--- src/rtl/rice_bus_pkg.sv ---
// Shared types for the rice bus arbiter: FSM state encoding and requester indices.
package rice_bus_pkg;

    typedef enum logic [1:0] {
        IDLE     = 2'd0,
        REQUEST  = 2'd1,
        RESPONSE = 2'd2
    } rice_bus_arbiter_state;

    localparam int unsigned NUM_REQ   = 2;
    localparam int unsigned REQ_FETCH = 0;
    localparam int unsigned REQ_DATA  = 1;

endpackage

--- src/rtl/rice_bus_if.sv ---
// Rice bus: one request channel and one response channel, each a valid/ready pair.
// Handshake: a beat moves on a rising edge where valid && ready; a raised valid stays up with stable payload until it moves.
interface rice_bus_if #(
    parameter int ADDRESS_WIDTH = 32,
    parameter int DATA_WIDTH    = 32
);
    logic                      request_valid;
    logic                      request_ready;
    logic [ADDRESS_WIDTH-1:0]  address;
    logic                      write;
    logic [DATA_WIDTH-1:0]     write_data;
    logic [DATA_WIDTH/8-1:0]   strobe;
    logic                      response_valid;
    logic                      response_ready;
    logic [DATA_WIDTH-1:0]     read_data;
    logic                      error;

    modport master (
        output request_valid, address, write, write_data, strobe, response_ready,
        input  request_ready, response_valid, read_data, error
    );

    modport slave (
        input  request_valid, address, write, write_data, strobe, response_ready,
        output request_ready, response_valid, read_data, error
    );
endinterface

--- src/rtl/rice_bus_rr_select.sv ---
// Two-way round-robin pick: a lone requester wins outright, a tie goes to
// whichever requester did not win last time.
module rice_bus_rr_select
    import rice_bus_pkg::*;
(
    input  logic [NUM_REQ-1:0] req,
    input  logic               last_grant,
    output logic [NUM_REQ-1:0] grant
);

    // last_grant is the index of the previous winner: 0 = fetch, 1 = data.
    always_comb begin
        grant = req;
        if (&req) begin
            grant = last_grant ? 2'b01 : 2'b10;
        end
    end

endmodule

--- src/rtl/rice_bus_arbiter.sv ---
// Arbitrates the fetch and load/store ports onto one memory port, keeping a
// single transaction outstanding and routing its response back to the owner.
module rice_bus_arbiter
    import rice_bus_pkg::*;
#(
    parameter int ADDRESS_WIDTH = 32,
    parameter int DATA_WIDTH    = 32
) (
    input  logic                  i_clk,
    input  logic                  i_rst_n,
    rice_bus_if.slave             fetch_bus_if,
    rice_bus_if.slave             data_bus_if,
    rice_bus_if.master            memory_bus_if,
    output logic [1:0]            o_grant,
    output rice_bus_arbiter_state o_state
);

    rice_bus_arbiter_state state_q, state_d;
    logic [NUM_REQ-1:0]      owner_q, owner_d;
    logic                    last_grant_q, last_grant_d;
    logic [NUM_REQ-1:0]      req_vec;
    logic [NUM_REQ-1:0]      rr_grant;
    logic [NUM_REQ-1:0]      sel;
    logic                    req_xfer;
    logic                    rsp_xfer;
    logic [ADDRESS_WIDTH-1:0] sel_address;
    logic                    sel_write;
    logic [DATA_WIDTH-1:0]   sel_write_data;
    logic [DATA_WIDTH/8-1:0] sel_strobe;

    assign req_vec = {data_bus_if.request_valid, fetch_bus_if.request_valid};

    rice_bus_rr_select u_rr_select (
        .req        (req_vec),
        .last_grant (last_grant_q),
        .grant      (rr_grant)
    );

    // The owner is fixed once a request is accepted or stalled; while in reset nobody is selected.
    always_comb begin
        sel = 2'b00;
        case (state_q)
            IDLE:              sel = rr_grant;
            REQUEST, RESPONSE: sel = owner_q;
            default:           sel = 2'b00;
        endcase
        if (!i_rst_n) begin
            sel = 2'b00;
        end
    end

    always_comb begin
        sel_address    = fetch_bus_if.address;
        sel_write      = fetch_bus_if.write;
        sel_write_data = fetch_bus_if.write_data;
        sel_strobe     = fetch_bus_if.strobe;
        if (sel[REQ_DATA]) begin
            sel_address    = data_bus_if.address;
            sel_write      = data_bus_if.write;
            sel_write_data = data_bus_if.write_data;
            sel_strobe     = data_bus_if.strobe;
        end
    end

    // request_ready never depends on response-channel signals.
    always_comb begin
        memory_bus_if.request_valid  = 1'b0;
        memory_bus_if.address        = sel_address;
        memory_bus_if.write          = sel_write;
        memory_bus_if.write_data     = sel_write_data;
        memory_bus_if.strobe         = sel_strobe;
        memory_bus_if.response_ready = 1'b0;
        fetch_bus_if.request_ready   = 1'b0;
        fetch_bus_if.response_valid  = 1'b0;
        fetch_bus_if.read_data       = '0;
        fetch_bus_if.error           = 1'b0;
        data_bus_if.request_ready    = 1'b0;
        data_bus_if.response_valid   = 1'b0;
        data_bus_if.read_data        = '0;
        data_bus_if.error            = 1'b0;
        if (state_q == RESPONSE) begin
            if (sel[REQ_FETCH]) begin
                fetch_bus_if.response_valid  = memory_bus_if.response_valid;
                fetch_bus_if.read_data       = memory_bus_if.read_data;
                fetch_bus_if.error           = memory_bus_if.error;
                memory_bus_if.response_ready = fetch_bus_if.response_ready;
            end
            if (sel[REQ_DATA]) begin
                data_bus_if.response_valid   = memory_bus_if.response_valid;
                data_bus_if.read_data        = memory_bus_if.read_data;
                data_bus_if.error            = memory_bus_if.error;
                memory_bus_if.response_ready = data_bus_if.response_ready;
            end
        end else begin
            memory_bus_if.request_valid = |(sel & req_vec);
            fetch_bus_if.request_ready  = sel[REQ_FETCH] & memory_bus_if.request_ready;
            data_bus_if.request_ready   = sel[REQ_DATA] & memory_bus_if.request_ready;
        end
    end

    assign req_xfer = memory_bus_if.request_valid & memory_bus_if.request_ready;
    assign rsp_xfer = (state_q == RESPONSE) & memory_bus_if.response_valid
                    & memory_bus_if.response_ready;

    always_comb begin
        state_d      = state_q;
        owner_d      = owner_q;
        last_grant_d = last_grant_q;
        case (state_q)
            IDLE: begin
                if (|sel) begin
                    owner_d = sel;
                    if (req_xfer) begin
                        state_d      = RESPONSE;
                        last_grant_d = sel[REQ_DATA];
                    end else begin
                        state_d = REQUEST;
                    end
                end
            end
            REQUEST: begin
                if (req_xfer) begin
                    state_d      = RESPONSE;
                    last_grant_d = owner_q[REQ_DATA];
                end
            end
            RESPONSE: begin
                if (rsp_xfer) begin
                    state_d = IDLE;
                    owner_d = 2'b00;
                end
            end
            default: begin
                state_d = IDLE;
                owner_d = 2'b00;
            end
        endcase
    end

    always_ff @(posedge i_clk or negedge i_rst_n) begin
        if (!i_rst_n) begin
            state_q      <= IDLE;
            owner_q      <= 2'b00;
            last_grant_q <= 1'b0;
        end else begin
            state_q      <= state_d;
            owner_q      <= owner_d;
            last_grant_q <= last_grant_d;
        end
    end

    assign o_grant = sel;
    assign o_state = state_q;

    // A stalled owner must keep its request raised until the memory accepts it.
    locked_request_held: assert property (
        @(posedge i_clk) disable iff (!i_rst_n)
        (state_q == REQUEST) |-> |(owner_q & req_vec)
    );

endmodule

--- src/flat_wrapper.sv ---
// flat-port wrapper written by rule: the top's interface ports become plain ports
module rice_bus_arbiter_flat import rice_bus_pkg::*;
#(
    parameter int ADDRESS_WIDTH = 32,
    parameter int DATA_WIDTH    = 32
)
  (i_clk, i_rst_n, o_grant, o_state, fetch_bus_if_request_valid, fetch_bus_if_address, fetch_bus_if_write, fetch_bus_if_write_data, fetch_bus_if_strobe, fetch_bus_if_response_ready, fetch_bus_if_request_ready, fetch_bus_if_response_valid, fetch_bus_if_read_data, fetch_bus_if_error, data_bus_if_request_valid, data_bus_if_address, data_bus_if_write, data_bus_if_write_data, data_bus_if_strobe, data_bus_if_response_ready, data_bus_if_request_ready, data_bus_if_response_valid, data_bus_if_read_data, data_bus_if_error, memory_bus_if_request_valid, memory_bus_if_address, memory_bus_if_write, memory_bus_if_write_data, memory_bus_if_strobe, memory_bus_if_response_ready, memory_bus_if_request_ready, memory_bus_if_response_valid, memory_bus_if_read_data, memory_bus_if_error);
  rice_bus_if #(.ADDRESS_WIDTH(ADDRESS_WIDTH), .DATA_WIDTH(DATA_WIDTH)) fetch_bus_if_i ();
  rice_bus_if #(.ADDRESS_WIDTH(ADDRESS_WIDTH), .DATA_WIDTH(DATA_WIDTH)) data_bus_if_i ();
  rice_bus_if #(.ADDRESS_WIDTH(ADDRESS_WIDTH), .DATA_WIDTH(DATA_WIDTH)) memory_bus_if_i ();
  input  logic i_clk;
  input  logic i_rst_n;
  output logic [1:0] o_grant;
  output rice_bus_arbiter_state o_state;
  input wire logic [$bits(fetch_bus_if_i.request_valid)-1:0] fetch_bus_if_request_valid;
  input wire logic [$bits(fetch_bus_if_i.address)-1:0] fetch_bus_if_address;
  input wire logic [$bits(fetch_bus_if_i.write)-1:0] fetch_bus_if_write;
  input wire logic [$bits(fetch_bus_if_i.write_data)-1:0] fetch_bus_if_write_data;
  input wire logic [$bits(fetch_bus_if_i.strobe)-1:0] fetch_bus_if_strobe;
  input wire logic [$bits(fetch_bus_if_i.response_ready)-1:0] fetch_bus_if_response_ready;
  output wire logic [$bits(fetch_bus_if_i.request_ready)-1:0] fetch_bus_if_request_ready;
  output wire logic [$bits(fetch_bus_if_i.response_valid)-1:0] fetch_bus_if_response_valid;
  output wire logic [$bits(fetch_bus_if_i.read_data)-1:0] fetch_bus_if_read_data;
  output wire logic [$bits(fetch_bus_if_i.error)-1:0] fetch_bus_if_error;
  input wire logic [$bits(data_bus_if_i.request_valid)-1:0] data_bus_if_request_valid;
  input wire logic [$bits(data_bus_if_i.address)-1:0] data_bus_if_address;
  input wire logic [$bits(data_bus_if_i.write)-1:0] data_bus_if_write;
  input wire logic [$bits(data_bus_if_i.write_data)-1:0] data_bus_if_write_data;
  input wire logic [$bits(data_bus_if_i.strobe)-1:0] data_bus_if_strobe;
  input wire logic [$bits(data_bus_if_i.response_ready)-1:0] data_bus_if_response_ready;
  output wire logic [$bits(data_bus_if_i.request_ready)-1:0] data_bus_if_request_ready;
  output wire logic [$bits(data_bus_if_i.response_valid)-1:0] data_bus_if_response_valid;
  output wire logic [$bits(data_bus_if_i.read_data)-1:0] data_bus_if_read_data;
  output wire logic [$bits(data_bus_if_i.error)-1:0] data_bus_if_error;
  output wire logic [$bits(memory_bus_if_i.request_valid)-1:0] memory_bus_if_request_valid;
  output wire logic [$bits(memory_bus_if_i.address)-1:0] memory_bus_if_address;
  output wire logic [$bits(memory_bus_if_i.write)-1:0] memory_bus_if_write;
  output wire logic [$bits(memory_bus_if_i.write_data)-1:0] memory_bus_if_write_data;
  output wire logic [$bits(memory_bus_if_i.strobe)-1:0] memory_bus_if_strobe;
  output wire logic [$bits(memory_bus_if_i.response_ready)-1:0] memory_bus_if_response_ready;
  input wire logic [$bits(memory_bus_if_i.request_ready)-1:0] memory_bus_if_request_ready;
  input wire logic [$bits(memory_bus_if_i.response_valid)-1:0] memory_bus_if_response_valid;
  input wire logic [$bits(memory_bus_if_i.read_data)-1:0] memory_bus_if_read_data;
  input wire logic [$bits(memory_bus_if_i.error)-1:0] memory_bus_if_error;
  assign fetch_bus_if_i.request_valid = fetch_bus_if_request_valid;
  assign fetch_bus_if_i.address = fetch_bus_if_address;
  assign fetch_bus_if_i.write = fetch_bus_if_write;
  assign fetch_bus_if_i.write_data = fetch_bus_if_write_data;
  assign fetch_bus_if_i.strobe = fetch_bus_if_strobe;
  assign fetch_bus_if_i.response_ready = fetch_bus_if_response_ready;
  assign fetch_bus_if_request_ready = fetch_bus_if_i.request_ready;
  assign fetch_bus_if_response_valid = fetch_bus_if_i.response_valid;
  assign fetch_bus_if_read_data = fetch_bus_if_i.read_data;
  assign fetch_bus_if_error = fetch_bus_if_i.error;
  assign data_bus_if_i.request_valid = data_bus_if_request_valid;
  assign data_bus_if_i.address = data_bus_if_address;
  assign data_bus_if_i.write = data_bus_if_write;
  assign data_bus_if_i.write_data = data_bus_if_write_data;
  assign data_bus_if_i.strobe = data_bus_if_strobe;
  assign data_bus_if_i.response_ready = data_bus_if_response_ready;
  assign data_bus_if_request_ready = data_bus_if_i.request_ready;
  assign data_bus_if_response_valid = data_bus_if_i.response_valid;
  assign data_bus_if_read_data = data_bus_if_i.read_data;
  assign data_bus_if_error = data_bus_if_i.error;
  assign memory_bus_if_request_valid = memory_bus_if_i.request_valid;
  assign memory_bus_if_address = memory_bus_if_i.address;
  assign memory_bus_if_write = memory_bus_if_i.write;
  assign memory_bus_if_write_data = memory_bus_if_i.write_data;
  assign memory_bus_if_strobe = memory_bus_if_i.strobe;
  assign memory_bus_if_response_ready = memory_bus_if_i.response_ready;
  assign memory_bus_if_i.request_ready = memory_bus_if_request_ready;
  assign memory_bus_if_i.response_valid = memory_bus_if_response_valid;
  assign memory_bus_if_i.read_data = memory_bus_if_read_data;
  assign memory_bus_if_i.error = memory_bus_if_error;
  rice_bus_arbiter #(.ADDRESS_WIDTH(ADDRESS_WIDTH), .DATA_WIDTH(DATA_WIDTH)) u_core (.i_clk(i_clk), .i_rst_n(i_rst_n), .fetch_bus_if(fetch_bus_if_i), .data_bus_if(data_bus_if_i), .memory_bus_if(memory_bus_if_i), .o_grant(o_grant), .o_state(o_state));
endmodule
--- config.mk ---
export PLATFORM = sky130hd
export DESIGN_NAME = rice_bus_arbiter_flat
export DESIGN_NICKNAME = d
export VERILOG_FILES = /design/src/rtl/rice_bus_pkg.sv /design/src/rtl/rice_bus_if.sv /design/src/rtl/rice_bus_rr_select.sv /design/src/rtl/rice_bus_arbiter.sv /design/src/flat_wrapper.sv
export SDC_FILE = /design/constraint.sdc
export NUM_CORES = 1
export LEC_CHECK = 0
export ABC_CLOCK_PERIOD_IN_PS = 3300
export BUFFER_PORTS_ARGS = -buffer_cell sky130_fd_sc_hd__buf_2
export CAP_MARGIN = 20
export CELL_PAD_IN_SITES_DETAIL_PLACEMENT = 0
export CELL_PAD_IN_SITES_GLOBAL_PLACEMENT = 1
export CORE_ASPECT_RATIO = 0.7
export CORE_MARGIN = 4
export CORE_UTILIZATION = 13
export DETAILED_ROUTE_END_ITERATION = 12
export HOLD_SLACK_MARGIN = 0.1
export PLACE_DENSITY_LB_ADDON = 0.08
export SETUP_SLACK_MARGIN = 0.5
export SLEW_MARGIN = 25
export SYNTH_ARGS = -nofsm -noshare
export SYNTH_HDL_FRONTEND = slang
export SYNTH_SLANG_ARGS = --single-unit
--- constraint.sdc ---
create_clock -name i_clk -period 3.3 [get_ports i_clk]
set_clock_uncertainty 0.2 [all_clocks]
set_input_delay 0.66 -clock i_clk [delete_from_list [all_inputs] [get_ports i_clk]]
set_output_delay 0.66 -clock i_clk [all_outputs]
set_load 0.05 [all_outputs]
### Yosys cells after proc, flatten, opt, wreduce, memory -nomap -nowiden

Cells that the tools add are included.

* register bits: 5
* output and inout port bits: 145

* reduce and logical (&&, ||, !) cells: 9
* eq/ne operators: 6
* multiplexer cells: 37
* bitwise gates (word level): 7

Operators by type and width (number)
* $mux W32: 6
* $mux W1: 18
* $mux W2: 8
* $pmux W2 S3: 2
* $ne A2 B1 Y1 const B: 4
* $reduce_and A3 Y1: 2
* $reduce_or A2 Y1: 3
* $and A1 B1 Y1: 5
* $mux W4: 1
* $pmux W2 S2: 1
* $reduce_and A4 Y1: 1
* $and A2 B2 Y2: 1
* $eq A2 B1 Y1 const B: 1
* $eq A2 B2 Y1 const B: 1
* $logic_not A2 Y1: 1
* $pmux W1 S2: 1
* $reduce_and A2 Y1: 1
* $reduce_bool A2 Y1: 1
* $not A1 Y1: 1

### Logic depth before layout (Yosys ltp)

* word-level depth: 11
* depth in mapped cells: 9
* gate-level depth less buffers: 8

### Cells and area by module

A second synthesis with hierarchy kept.

* cell total of the unflattened synthesis: 390
* area total of the unflattened synthesis: 1811.7 µm²

By module, submodules not included
* rice_bus_arbiter: area an instance 1793.0 µm², cells an instance 387, instances 1, sequential area each 125.1 µm²
* rice_bus_rr_select: area an instance 18.8 µm², cells an instance 3, instances 1, sequential area each 0.0 µm²

### Worst setup path before layout

No wires, ideal clock.

* kind: register to output
* start: reg u_core.state_q[0] (netlist: u_core.o_state[0])
* end: out memory_bus_if_strobe[0]
* arrival time: 2.742 ns
* path slack: -0.302 ns
* path buffers: 1
* cell stages (with the launch flop): 9
* required time: 2.440 ns
* cells stage by stage: dfrtp_1 > inv_1 > ha_1 > a32o_1 > nand2_1 > inv_2 > clkbuf_1 > nand2_1 > nand2_1

* cells in the longest elaborated chain, start to end: 5
* elaborated cells on any way between the ends: 7

Ends and longest elaborated chain
* from (decl): line rice_bus_arbiter.sv:18 `rice_bus_arbiter_state state_q, state_d;`
* from (signal assigned): line rice_bus_arbiter.sv:146 `state_q <= state_d;`
* $eq A2 B1 Y1 / $eq A2 B2 Y1 (equally long branches): line rice_bus_arbiter.sv:42 `case (state_q)`
* $reduce_or A2 Y1: line rice_bus_arbiter.sv:42
* $pmux W2 S2 *: line rice_bus_arbiter.sv:42
* $mux W2 *: line rice_bus_arbiter.sv:47 `if (!i_rst_n) begin`
* via o_grant[1]: line flat_wrapper.sv:13 `output logic [1:0] o_grant;`
* $mux W4 *: line rice_bus_arbiter.sv:57 `if (sel[REQ_DATA]) begin`
* to (decl): line flat_wrapper.sv:39 `output wire logic [$bits(memory_bus_if_i.strobe)-1:0] memory_bus_if_strobe;`

The timed path passes the listed nets; every way through them passes the cells marked *.

### Worst setup path in the final report

* start: reg u_core.state_q[1] (netlist: u_core.o_state[1])
* end: out data_bus_if_read_data[7]

* cells in the longest elaborated chain, start to end: 6
* elaborated cells on any way between the ends: 8

Ends and longest elaborated chain
* $eq A2 B1 Y1 / $eq A2 B2 Y1 (equally long branches): line rice_bus_arbiter.sv:42, rice_bus_arbiter.sv:81
* $reduce_or A2 Y1: line rice_bus_arbiter.sv:42
* $pmux W2 S2: line rice_bus_arbiter.sv:42
* $mux W2: line rice_bus_arbiter.sv:47
* $mux W32: line rice_bus_arbiter.sv:88 `if (sel[REQ_DATA]) begin`
* $mux W32 *: line rice_bus_arbiter.sv:81 `if (state_q == RESPONSE) begin`
* to (decl): line flat_wrapper.sv:33 `output wire logic [$bits(data_bus_if_i.read_data)-1:0] data_bus_if_read_data;`

Every way passes the cells marked *; elsewhere a longest branch is shown, timed or not.

==> summary.md <==
| Metric | Value |
|---|---|
| H-Tree Depth | `1` |
| Number of I/O pins | `324` |
| Routed Antenna Nets | `0` |
| Clock-pin slew on the worst setup and hold paths | `around 0.04 ns` |
| Share of cells above drive strength 1 | `79.65%` |
| WL final | `around 15000 µm` |
| Critical Path Source Type | `register` |
| FILL cells | `1338` |
| GRT Total Usage | `between 15 and 20%` |
| Clock latency on the worst-skew pair | `0.23 ns` |
| Critical Path Sink Type | `output pin` |
| Worst slew pin tran | `about 0.33 ns` |
| First-pass GRT wire length | `21130 µm` |
| DP HPWL | `10480 µm` |
| Worst Path Arrival | `2.00 ns` |
| Via density per instance | `4.287` |
| Netlist cell types | `29` |
| Max Cap Viol | `0` |
| Crit-path max FO | `5` |
| Starting Density | `13.23%` |
| Routability cong. | `0.8583` |
| Clock Sinks | `5` |
| R2R Path End | `u_core.o_state[0]` |
| Clk root buf | `clkbuf_16` |
| Dpl cell area | `4320 µm²` |
| # diodes | `0` |
| Setup TNS | `0 ns` |
| R2R setup slack | `0.78 ns` |
| Reg2Reg Launch Point | `u_core.o_state[1]` |
| Core ar. | `13140 µm²` |
| Synthesized area per cell | `about 4.4 µm²` |
| Multi-input gate area in the final layout | `between 2000 and 3000 µm²` |
| Status | `finished, final reports clean` |
| Critical path data required time | `approximately 2.4 ns` |
| Number of global-route vias before repair | `3821` |
| Syn-to-layout area delta | `265.7%` |
| Flops & latches, synth | `5` |
| Cell leakage power | `around 0.0031 µW` |
| Hold Slack | `0.1333 ns` |
| PortBufs | `approximately 320` |
| GR Overflow Total | `0` |
| Die width | `146.2 µm` |
| Setup violations, final | `0` |
| Yosys warns | `0` |
| CP Cell Sequence | `buf_4 > ha_4 > nor2b_4 > nand2_8 > buf_12 > buf_4 > clkbuf_16 > nor2_4 > buf_6` |
| Sequential share of the synthesized area | `7.199%` |
| Sequential cell area | `roughly 130 µm²` |
| CTS Buf Count | `3` |
| DR vias | `3871` |
| Slew margin rel. | `between 70% and 80%` |
| Peak Freq | `350.0 MHz` |
| Nets | `just over 900` |
| RSZ-0062 raised after global routing | `yes` |
| Final hold viol count | `0` |
| Crit path max-delay family | `buffers and inverters` |
| CP bufs+invs | `5` |
| Initial antenna violation count | `0` |
| Cells after synthesis | `395` |
| Critical path's slowest cell | `dfrtp_2` |
| Iter 0 DRT Violations | `121` |
| DRC | `0` |
| Worst r2r path cells | `9` |
| Synthesized Nets | `578` |
| Layout Cells excl Fill | `903` |
| Crit path top cell by count | `buf_4` |
| Max VDD drop | `around 0.00034 V` |
| Pwr/cell area | `642.6 nW/µm²` |
| Wire length per cell | `approximately 16 µm` |
| CTS tree | `built` |
| Maximum number of pins on one net before global-route repair | `25` |
| Syn Std Cell Area | `1738 µm²` |
| Min cycle time layout | `roughly 2.9 ns` |
| Die area | `15310 µm²` |
| DR pass1 iterations | `4` |
| Inst Count DP | `869` |
| Final instance area | `around 6400 µm²` |
| Worst path max stage delay | `0.41 ns` |
| Final Max Slew Viols | `0` |
| Crit Path Class | `register to output pin` |
| Row cnt | `35` |
| Worst hold path class | `input pin to async pin` |
| Clk buf depth | `2` |
| Final period util | `86.59%` |
| Die Span Y | `104.7 µm` |
-- cells in the final DEF (no fill, tap or decap), types with 2 or more instances in the layout --
cell and instances:
nor2_4 47, a211oi_1 3, clkbuf_16 9, inv_1 2
a32o_2 2, buf_12 11, dfrtp_2 2, o21ai_0 4
clkbuf_4 5, nand2_1 111, buf_16 10, nand2_4 51
a22oi_2 2, nor2_2 21, buf_4 50, buf_2 186
dfrtp_1 3, ha_4 2, buf_6 21, nor2_1 6
nand3_1 4, nand2b_1 4, buf_8 77, nand2_2 84
and3_1 2
-- report_power, final --
part / switching [µW] / total [µW] / leakage, µW / internal [µW]
Combinational: 2210 / 3770 / 0.00298 / 1560
Sequential: 24.1 / 111 / 0.0000626 / 86.8
Clock: 42.8 / 203 / 0.0000382 / 160
-- sequential cells by signal, indices dropped and copies added (netlist names) --
register,count
u_core.owner_q,2
u_core.o_state,2
u_core.last_grant_q,1
-- area by class of cell --
class / instances / area share [%]
Sequential cell: 5 / 2.008
Tap cell: 166 / 3.268
Clock buffer: 4 / 1.240
Multi-Input combinational cell: 357 / 39.86
Timing Repair Buffer: 366 / 53.21
Inverter: 5 / 0.4134
-- cells by family (layout without fill, tap and decap cells) --
kind of cell | Yosys count | after routing | synth area share (%)
buffers and inverters | 33 | 375 | 7.775
AOI/OAI and AO/OA | 17 | 17 | 7.560
adders and majority gates | 4 | 4 | 2.880
DFF | 5 | 5 | 7.199
and+or+nand+nor | 336 | 336 | 74.59
-- worst max-delay path by stage --
| stage | start | endpoint | slack (ns) | cells past startpoint |
|---|---|---|---|---|
| after floorplan | u_core.o_state[0] | fetch_bus_if_error | 0.42 | 7 |
| after global placement | fetch_bus_if_request_valid | memory_bus_if_write_data[28] | 0.23 | 8 |
| after detailed placement | fetch_bus_if_request_valid | memory_bus_if_write_data[28] | 0.23 | 8 |
| after CTS | u_core.o_state[1] | memory_bus_if_write_data[29] | 0.41 | 10 |
| after global routing | u_core.o_state[1] | data_bus_if_read_data[9] | 0.39 | 9 |
| final | u_core.o_state[1] | data_bus_if_read_data[7] | 0.44 | 9 |
-- worst reg2reg max path, cell delays in order (launching register included) --
cell and delay [ns]:
dfrtp_2 0.38, buf_4 0.14, buf_4 0.11, ha_2 0.32, nor2b_1 0.09, and3_1 0.19, a22oi_2 0.30, nand2b_1 0.12
or4b_1 0.48, nand4_1 0.11
-- synth_stat cells (all sizes together) --
| master | number | share of area [%] |
|---|---|---|
| ha | 4 | 2.9 |
| a211oi | 3 | 1.3 |
| a32oi | 1 | 0.50 |
| a21oi | 1 | 0.29 |
| or4b | 1 | 0.58 |
| dfrtp | 5 | 7.2 |
| nand3 | 4 | 1.2 |
| a21boi | 1 | 0.43 |
| and3 | 2 | 0.72 |
| o21a | 1 | 0.50 |
| o311ai | 1 | 0.50 |
| a22oi | 2 | 1.2 |
| nand4 | 1 | 0.36 |
| buf | 9 | 2.6 |
| nor3 | 1 | 0.29 |
| nand2b | 4 | 1.4 |
| o21ai | 4 | 1.2 |
| a32o | 2 | 1.2 |
| nor2 | 74 | 16 |
| o32ai | 1 | 0.50 |
| nand2 | 247 | 53 |
| inv | 5 | 1.1 |
| clkbuf | 19 | 4.1 |
| nor2b | 2 | 0.72 |
-- per-stage QoR --
stage                     setup slack, ns  util, %  power [µW]
final                              0.4425    48.38        4085
after detailed placement           0.2258    32.89        2603
after CTS                          0.4087    40.50        3521
after floorplan                    0.4177        -        2034
after global routing               0.3943    48.38        4289
after global placement             0.2316    32.89        2591
-- routing by layer --
layer / vias up / global-route usage, % / share of wire, %
met5: - / 0 / 0
met1: 1829 / 19.73 / 39
met4: 0 / 0.6711 / 0.49
met3: 4 / 2.774 / 4.7
met2: 130 / 34.10 / 56
li1: 1908 / - / -
-- repair_timing --
item	4_1_cts	5_1_grt
gates cloned	8	6
setup buffers	12	4
hold buffers	0	0
endpoints found under the hold margin	0	0
gates resized for setup	196	253
endpoints found under the setup margin	143	141
pin swaps	8	61
Power figures use the tool's default switching activity.
